===== src/rtl/sweep_decoder.sv =====
// Sync/sweep classifier: turns captured pulse centers into sync-relative sweep offsets.
// Optional SWEEP_DECODER_STATS_EN builds the miss/overrun statistics counters.
module sweep_decoder #(
    parameter int WIDTH     = 32,
    parameter int MIN_SWEEP = 2000,
    parameter int MAX_SWEEP = 400000,
    parameter int CNT_W     = 8
) (
    input  logic             clk,
    input  logic             rst,
    input  logic [WIDTH-1:0] counter,
    input  logic [WIDTH-1:0] center_in,
    input  logic             center_ready,
    output logic             center_clr,
    output logic [WIDTH-1:0] sweep_delta,
    output logic             sweep_axis,
    output logic             sweep_valid,
    input  logic             sweep_ack,
    output logic [CNT_W-1:0] miss_cnt,
    output logic [CNT_W-1:0] overrun_cnt
);

    // state | meaning
    // IDLE  | no live sync, next accepted center becomes a sync
    // ARMED | sync_ts holds a live sync, next center is classified against it
    typedef enum logic {
        IDLE  = 1'b0,
        ARMED = 1'b1
    } state_t;

    localparam logic [WIDTH-1:0] MIN_W = WIDTH'(MIN_SWEEP);
    localparam logic [WIDTH-1:0] MAX_W = WIDTH'(MAX_SWEEP);

    state_t           state, state_nxt;
    logic [WIDTH-1:0] sync_ts, sync_ts_nxt;
    logic             axis, axis_nxt;
    logic             clr_nxt;
    logic             valid_nxt;
    logic [WIDTH-1:0] delta_nxt;
    logic             sax_nxt;
    logic             accept;
    logic [WIDTH-1:0] d;
    logic [WIDTH-1:0] age;
    logic             sweep_evt;
    logic             miss_evt;
    logic             drop_evt;

    // Blocking acceptance during the clear cycle keeps a still-high ready from being consumed twice.
    assign accept = center_ready & ~center_clr;
    assign d      = center_in - sync_ts;
    assign age    = counter - sync_ts;

    always_ff @(posedge clk or posedge rst) begin
        if (rst) begin
            state       <= IDLE;
            sync_ts     <= '0;
            axis        <= 1'b0;
            center_clr  <= 1'b0;
            sweep_valid <= 1'b0;
            sweep_delta <= '0;
            sweep_axis  <= 1'b0;
        end else begin
            state       <= state_nxt;
            sync_ts     <= sync_ts_nxt;
            axis        <= axis_nxt;
            center_clr  <= clr_nxt;
            sweep_valid <= valid_nxt;
            sweep_delta <= delta_nxt;
            sweep_axis  <= sax_nxt;
        end
    end

    always_comb begin
        state_nxt   = state;
        sync_ts_nxt = sync_ts;
        axis_nxt    = axis;
        clr_nxt     = accept;
        valid_nxt   = sweep_valid & ~sweep_ack;
        delta_nxt   = sweep_delta;
        sax_nxt     = sweep_axis;
        sweep_evt   = 1'b0;
        miss_evt    = 1'b0;
        drop_evt    = 1'b0;

        case (state)
            IDLE: begin
                if (accept) begin
                    sync_ts_nxt = center_in;
                    axis_nxt    = ~axis;
                    state_nxt   = ARMED;
                end
            end
            ARMED: begin
                if (accept) begin
                    if (d < MIN_W) begin
                        sync_ts_nxt = center_in;
                    end else if (d <= MAX_W) begin
                        sweep_evt = 1'b1;
                        state_nxt = IDLE;
                    end else begin
                        miss_evt    = 1'b1;
                        sync_ts_nxt = center_in;
                        axis_nxt    = ~axis;
                    end
                end else if (age > MAX_W) begin
                    miss_evt  = 1'b1;
                    state_nxt = IDLE;
                end
            end
            default: state_nxt = IDLE;
        endcase

        // An ack on the same edge frees the output register for the new sweep.
        if (sweep_evt) begin
            if (sweep_valid && !sweep_ack) begin
                drop_evt = 1'b1;
            end else begin
                valid_nxt = 1'b1;
                delta_nxt = d;
                sax_nxt   = axis;
            end
        end
    end

`ifdef SWEEP_DECODER_STATS_EN
    always_ff @(posedge clk or posedge rst) begin
        if (rst) begin
            miss_cnt    <= '0;
            overrun_cnt <= '0;
        end else begin
            if (miss_evt && (miss_cnt != {CNT_W{1'b1}})) begin
                miss_cnt <= miss_cnt + 1'b1;
            end
            if (drop_evt && (overrun_cnt != {CNT_W{1'b1}})) begin
                overrun_cnt <= overrun_cnt + 1'b1;
            end
        end
    end
`else
    logic unused_stats;
    assign unused_stats = miss_evt ^ drop_evt;
    assign miss_cnt     = '0;
    assign overrun_cnt  = '0;
`endif

endmodule


===== config.mk =====
export PLATFORM = sky130hd
export DESIGN_NAME = sweep_decoder
export DESIGN_NICKNAME = d
export VERILOG_FILES = /design/src/rtl/sweep_decoder.sv
export SDC_FILE = /design/constraint.sdc
export NUM_CORES = 1
export LEC_CHECK = 0
export ABC_AREA = 1
export BUFFER_PORTS_ARGS = -buffer_cell sky130_fd_sc_hd__buf_2
export CAP_MARGIN = 30
export CELL_PAD_IN_SITES_DETAIL_PLACEMENT = 1
export CELL_PAD_IN_SITES_GLOBAL_PLACEMENT = 1
export CORE_MARGIN = 2
export CORE_UTILIZATION = 36
export DETAILED_ROUTE_END_ITERATION = 8
export GPL_TIMING_DRIVEN = 0
export HOLD_SLACK_MARGIN = 0.12
export PLACE_DENSITY = 0.9
export SLEW_MARGIN = 40
export SYNTH_ARGS = -nofsm -noshare
export SYNTH_HDL_FRONTEND = slang
export SYNTH_SLANG_ARGS = --single-unit

===== constraint.sdc =====
create_clock -name clk -period 2.67 [get_ports clk]
set_input_delay 0.1335 -clock clk [delete_from_list [all_inputs] [get_ports clk]]
set_output_delay 0.1335 -clock clk [all_outputs]
set_load 0.05 [all_outputs]

Word-level counts from Yosys, hierarchy flattened --
Cells that the tools add are included.
Operators by class: add/sub/neg operators 2, $lt $le $gt $ge 3, eq/ne operators 5, mux-type cells 22, bitwise logic cells 7, reduce and logical (&&, ||, !) cells 5
Operators with widths (number):
- 32-bit 2-to-1 mux | 4
- 32-bit case mux with 2 select lines | 1
- 32-bit subtractor | 2
- 32-bit by 19-bit > comparator with 1-bit output, second input constant | 1
- 32-bit by 19-bit less-or-equal comparator with 1-bit output, second input constant | 1
- 32-bit by 11-bit less-than comparator with 1-bit output, second input constant | 1
- 1-bit 2-to-1 mux | 15
- 2-bit inequality test, second input constant | 3
- 1-bit NOT | 5
- 1-bit case mux with 2 select lines | 2
- 4-bit AND reduction | 1
- 3-bit inequality test, second input constant | 1
- 3-bit AND reduction | 1
- 1-bit bitwise AND | 2
- 2-bit by 1-bit inequality test with 1-bit output, second input constant | 1
- 2-bit AND reduction | 1
- 1-bit logical AND | 1
- 1-bit zero test | 1
Storage, ports and cells: register bits after elaboration 69, input port bits 68, output and inout port bits 51, word-level logic and storage cells 51

Depth between registers and ports, before layout --
word-level depth 7, depth in mapped cells 24, gate-level depth less buffers 23

Worst setup path before layout --
Ideal clock, no wire load.
kind flip-flop to flip-flop, from register sync_ts[0], to register sweep_axis, setup time 0.119 ns, arrival 2.551 ns, required time 2.551 ns, slack 0.000 ns, stages on the path, launching flop included 23, buffers on the path 1, period minus slack after synthesis 2.670 ns, cells stage by stage dfrtp_1 -> ha_1 -> inv_1 -> fa_1 -> nand3_1 -> nand3_2 -> nand2_1 -> nand2_1 -> nand2_1 -> nand2_1 -> nand2_1 -> nand2_1 -> nand2_1 -> nand2_1 -> nor2_1 -> nand2_1 -> nor2_2 -> nand3_1 -> nand2_4 -> nand3_2 -> buf_2 -> nand2_1 -> nand2_1
On the way: longest elaborated chain between the ends 7, elaborated cells on any way between the ends 8, those cells by class add/sub: 1; order compare: 2; mux: 4; reduce/logical: 1
RTL lines:
- from (decl) | RTL line 35 | logic [WIDTH-1:0] sync_ts, sync_ts_nxt;
- from (signal assigned) | RTL line 64 | sync_ts <= sync_ts_nxt;
- 32-bit subtractor (*) | RTL line 50 | assign d = center_in - sync_ts;
- 32-bit by 19-bit less-or-equal comparator with 1-bit output | RTL line 97 | end else if (d <= MAX_W) begin
- 1-bit 2-to-1 mux | RTL line 97
- 1-bit 2-to-1 mux (*) | RTL line 95 | if (d < MIN_W) begin
- 1-bit 2-to-1 mux (*) | RTL line 94 | if (accept) begin
- 1-bit 2-to-1 mux (*) | RTL line 85 | case (state)
- 2-bit AND reduction (no source line) (*)
- to (signal assigned) | RTL line 69 | sweep_axis <= sax_nxt;
- to (decl) | RTL line 16 | output logic sweep_axis,
Every way passes the cells marked *; elsewhere a longest branch is shown, timed or not. A chain may end at the register's enable or synchronous reset.

Worst setup path after layout --
from register sync_ts[8], to register sync_ts[9]
On the way: longest elaborated chain between the ends 5, elaborated cells on any way between the ends 8, those cells by class add/sub: 1; order compare: 2; eq/ne: 1; mux: 3; reduce/logical: 1
RTL lines (RTL line):
- 32-bit subtractor (*) | 50
- 32-bit by 11-bit less-than comparator with 1-bit output | 95
- 32-bit 2-to-1 mux | 95
- 32-bit 2-to-1 mux | 94
- 32-bit case mux with 2 select lines | 85
Every way passes the cells marked *; elsewhere a longest branch is shown, timed or not. The select of a mux whose other input is x is not followed.

==> results.sh <==
export IMPL_fmax_mhz=293.8
export IMPL_ys_seq_area_share_pct=21.45
export IMPL_ant_nets=0
export IMPL_drt_iter0_markers=1088
export IMPL_viasPerCell=5.871
export IMPL_yosysMostFrequentCell="nand2_1"
export IMPL_max_cap_violations=0
export IMPL_powerDensity_mw_per_mm2=555.9
export IMPL_grt_pass1_wl_microns=59010
export IMPL_drt_total_wl_microns=43840
export IMPL_violations="setup timing"
export IMPL_synth_area_top_cells="nand2_1 26%, dfrtp_1 21%, inv_1 11%"
export IMPL_critPathLaunchType="flip-flop"
export IMPL_skew_ps=24.88
export IMPL_relSlewSlack_pct=38.59
export IMPL_io_pins=119
export IMPL_outcome="complete, but fails checks"
export IMPL_antenna_cells=0
export IMPL_cp_slowest_cell="dfrtp_1"
export IMPL_synthCells=1410
export IMPL_synth_edf_count=0
export IMPL_rows=54
export IMPL_period_share_pct=127.5
export IMPL_grt_antenna_before_repair=0
export IMPL_core_sq_mm=0.02189
export IMPL_grt_overflow=0
export IMPL_dieArea_sq_mm=0.02357
export IMPL_p_total_mw=6.242
export IMPL_setup_slack_ps=-733.7
export IMPL_cpPeakStageDelay_ps=450
export IMPL_ys_ff_latch=69
export IMPL_reg2reg_depth=22
export IMPL_synth_flop_cell="dfrtp_1"
export IMPL_synth_common_cells="549 x nand2_1, 239 x inv_1, 118 x nor2_1, 116 x nand3_1, 69 x dfrtp_1"
export IMPL_yosysTopAreaCell="nand2_1"
export IMPL_dieHeight_microns=153.5
export IMPL_fin_crit_ps=3404
export IMPL_root_buffer="clkbuf_16"
export IMPL_clk_pin_slew_worst_paths_ps=80
export IMPL_crit_chain="inv_2 -> ha_4 -> nand2_2 -> inv_2 -> nand2_2 -> inv_2 -> nand2_1 -> nand3_4 -> nand2_1 -> nand2_2 -> nor2_4 -> nand3_2 -> nor2_2 -> nand2_1 -> nor2_2 -> nand2_2 -> nand2_4 -> nand2_8 -> nand2_8 -> buf_8 -> nand2_1 -> nand2_1"
export IMPL_synth_top_area_share_pct=25.60
export IMPL_drive_gt1_share_pct=29.15
export IMPL_crit_required_ps=2970
export IMPL_grt_usage_pct=31.35
export IMPL_maxSlewViolCount=0
export IMPL_vias=11131
export IMPL_regToRegEndpoint="sync_ts[9]"
export IMPL_endpoint_kind="flip-flop"
export IMPL_grt_setup_unrepaired="yes"
export IMPL_critPathKind="flip-flop to flip-flop"
export IMPL_setup_violations=68
export IMPL_critPathArrivalTime_ps=3710
export IMPL_crit_path_start="sync_ts[8]"
export IMPL_start_util_pct=36.77
export IMPL_r2r_start="sync_ts[8]"
export IMPL_tightestPinTransition_ps=921.1
export IMPL_gp_congestion=0.9048
export IMPL_hpwlAfterDp_microns=25170
export IMPL_clock_sinks=69
export IMPL_first_pass_iters=5
export IMPL_synthArstFlopShare_pct=100.0
export IMPL_final_nets=1743
export IMPL_htreeDepth=3
export IMPL_cts_buffers=9
export IMPL_p_leak_nw=6.231
export IMPL_wl_per_cell_microns=23.12
export IMPL_grt_pass1_vias=11023
export IMPL_syn_to_final_growth_pct=39.50
export IMPL_die_x_microns=153.5
export IMPL_portBuffers=102
export IMPL_hold_viol_final=0
export IMPL_syn_avg_cell_area_sq_um=5.708
export IMPL_rrSetupSlack_ps=-730
export IMPL_synth_area_sq_mm=0.008049
export IMPL_cts_buffer_depth=2
export IMPL_cpMostUsedCell="nand2_1"
export IMPL_synthDistinctLibCells=40
export IMPL_drcViolationCount=0
export IMPL_ir_drop_uv=300.8
export IMPL_insertion_delay_ps=380
export IMPL_grt_max_degree=54
export IMPL_cp_max_fo=10
export IMPL_cts_tree="done"
export IMPL_final_core_util_pct=51.29
export IMPL_min_path_type="primary input to async pin"
export IMPL_ys_warn_count=0
through the flow:
step	setup WS (ps)	instances	TNS, ps	hold WS, ps	cell area (sq um)
6_report	-733.7	1896	-43730	252.4	11230
5_1_grt	-820.9	1896	-50730	274.4	11230
4_1_cts	-278.2	1881	-16720	245.2	10420
3_5_place_dp	-782.1	1808	-47250	74.55	8999
3_3_place_gp	-594.6	1807	-42580	385.9	8966
2_1_floorplan	-0.2769	1425	-4.707	278.0	8105
layer usage:
| metal | vias up | global-route usage [%] | wire length [microns] |
|---|---|---|---|
| met1 | 5364 | 38.96 | 16640 |
| met4 | 0 | 14.90 | 3152 |
| met2 | 748 | 53.25 | 20590 |
| met3 | 239 | 4.820 | 3454 |
| met5 | - | 0 | 0 |
| li1 | 4780 | - | - |
final cells by class:
class | instances | area (sq um)
clock buffer | 9 | 225.2
sequential | 69 | 1727
timing repair buffer | 176 | 1220
multi-input combinational | 1065 | 6370
buffer | 34 | 287.8
inverter | 256 | 965.9
fill | 2931 | 10660
tap | 280 | 350.3
clock inverter | 7 | 82.58
worst max-delay path by stage:
stage                     slack (ps)  depth (start not counted)              to
final                           -730                         22      sync_ts[9]
after global routing            -820                         22      sync_ts[9]
after CTS                       -280                         23     sync_ts[20]
after detailed placement        -780                         22  sweep_delta[5]
after global placement          -590                         17           state
after floorplan                 -0.3                         22      sweep_axis
cells by family (layout without fill, tap and decap cells):
kind of cell    after synthesis  in the layout  share of synthesized area, %
compound gates               99             99                         6.451
xor+xnor                      9              9                         1.073
fa+ha+maj                    64             64                         10.14
buf+inv                     291            482                         14.75
flops                        69             69                         21.45
other cells                   1             16                       0.04659
simple gates                877            877                         46.09
power breakdown:
| group | switching (mW) | total, mW | internal, mW |
|---|---|---|---|
| logic | 2.48 | 3.68 | 1.20 |
| clock network | 0.627 | 1.37 | 0.743 |
| registers | 0.0804 | 1.20 | 1.12 |
| total | 3.18 | 6.24 | 3.06 |
sequential cells by signal (all words and copies together), names as in the netlist:
name         cells
sweep_delta     32
sync_ts         32
axis             1
center_clr       1
state            1
sweep_axis       1
sweep_valid      1
cell usage in the layout (no fill, tap or decap), types with 19 or more instances in the layout:
cell type and n:
dlygate4sd3_1 33, nand3_1 100, ha_1 35, a21oi_1 49, nor2_2 19, o21ai_0 25, nand2_4 37, nand2_2 99
nand4_1 47, dfrtp_1 69, ha_4 22, buf_4 47, nand2_1 418, nor2_1 94, inv_2 40, buf_2 104
inv_1 213
critical path, delay by kind of cell, from the launching register on:
| kind | cells | cell delay (ps) |
|---|---|---|
| and+or+nand+nor | 17 | 2210 |
| adders and majority gates | 1 | 240 |
| DFF | 1 | 450 |
| buffers and inverters | 4 | 420 |
repair_timing:
item | CTS | global route
cloned | 5 | 0
hold endpoints to repair | 101 | 0
hold buffers | 33 | 0
resized for setup | 160 | 198
endpoints found under the setup margin | 68 | 68
setup buffers | 20 | 15
pin swaps | 14 | 30
Note: power is estimated with default switching activity, not from simulation.
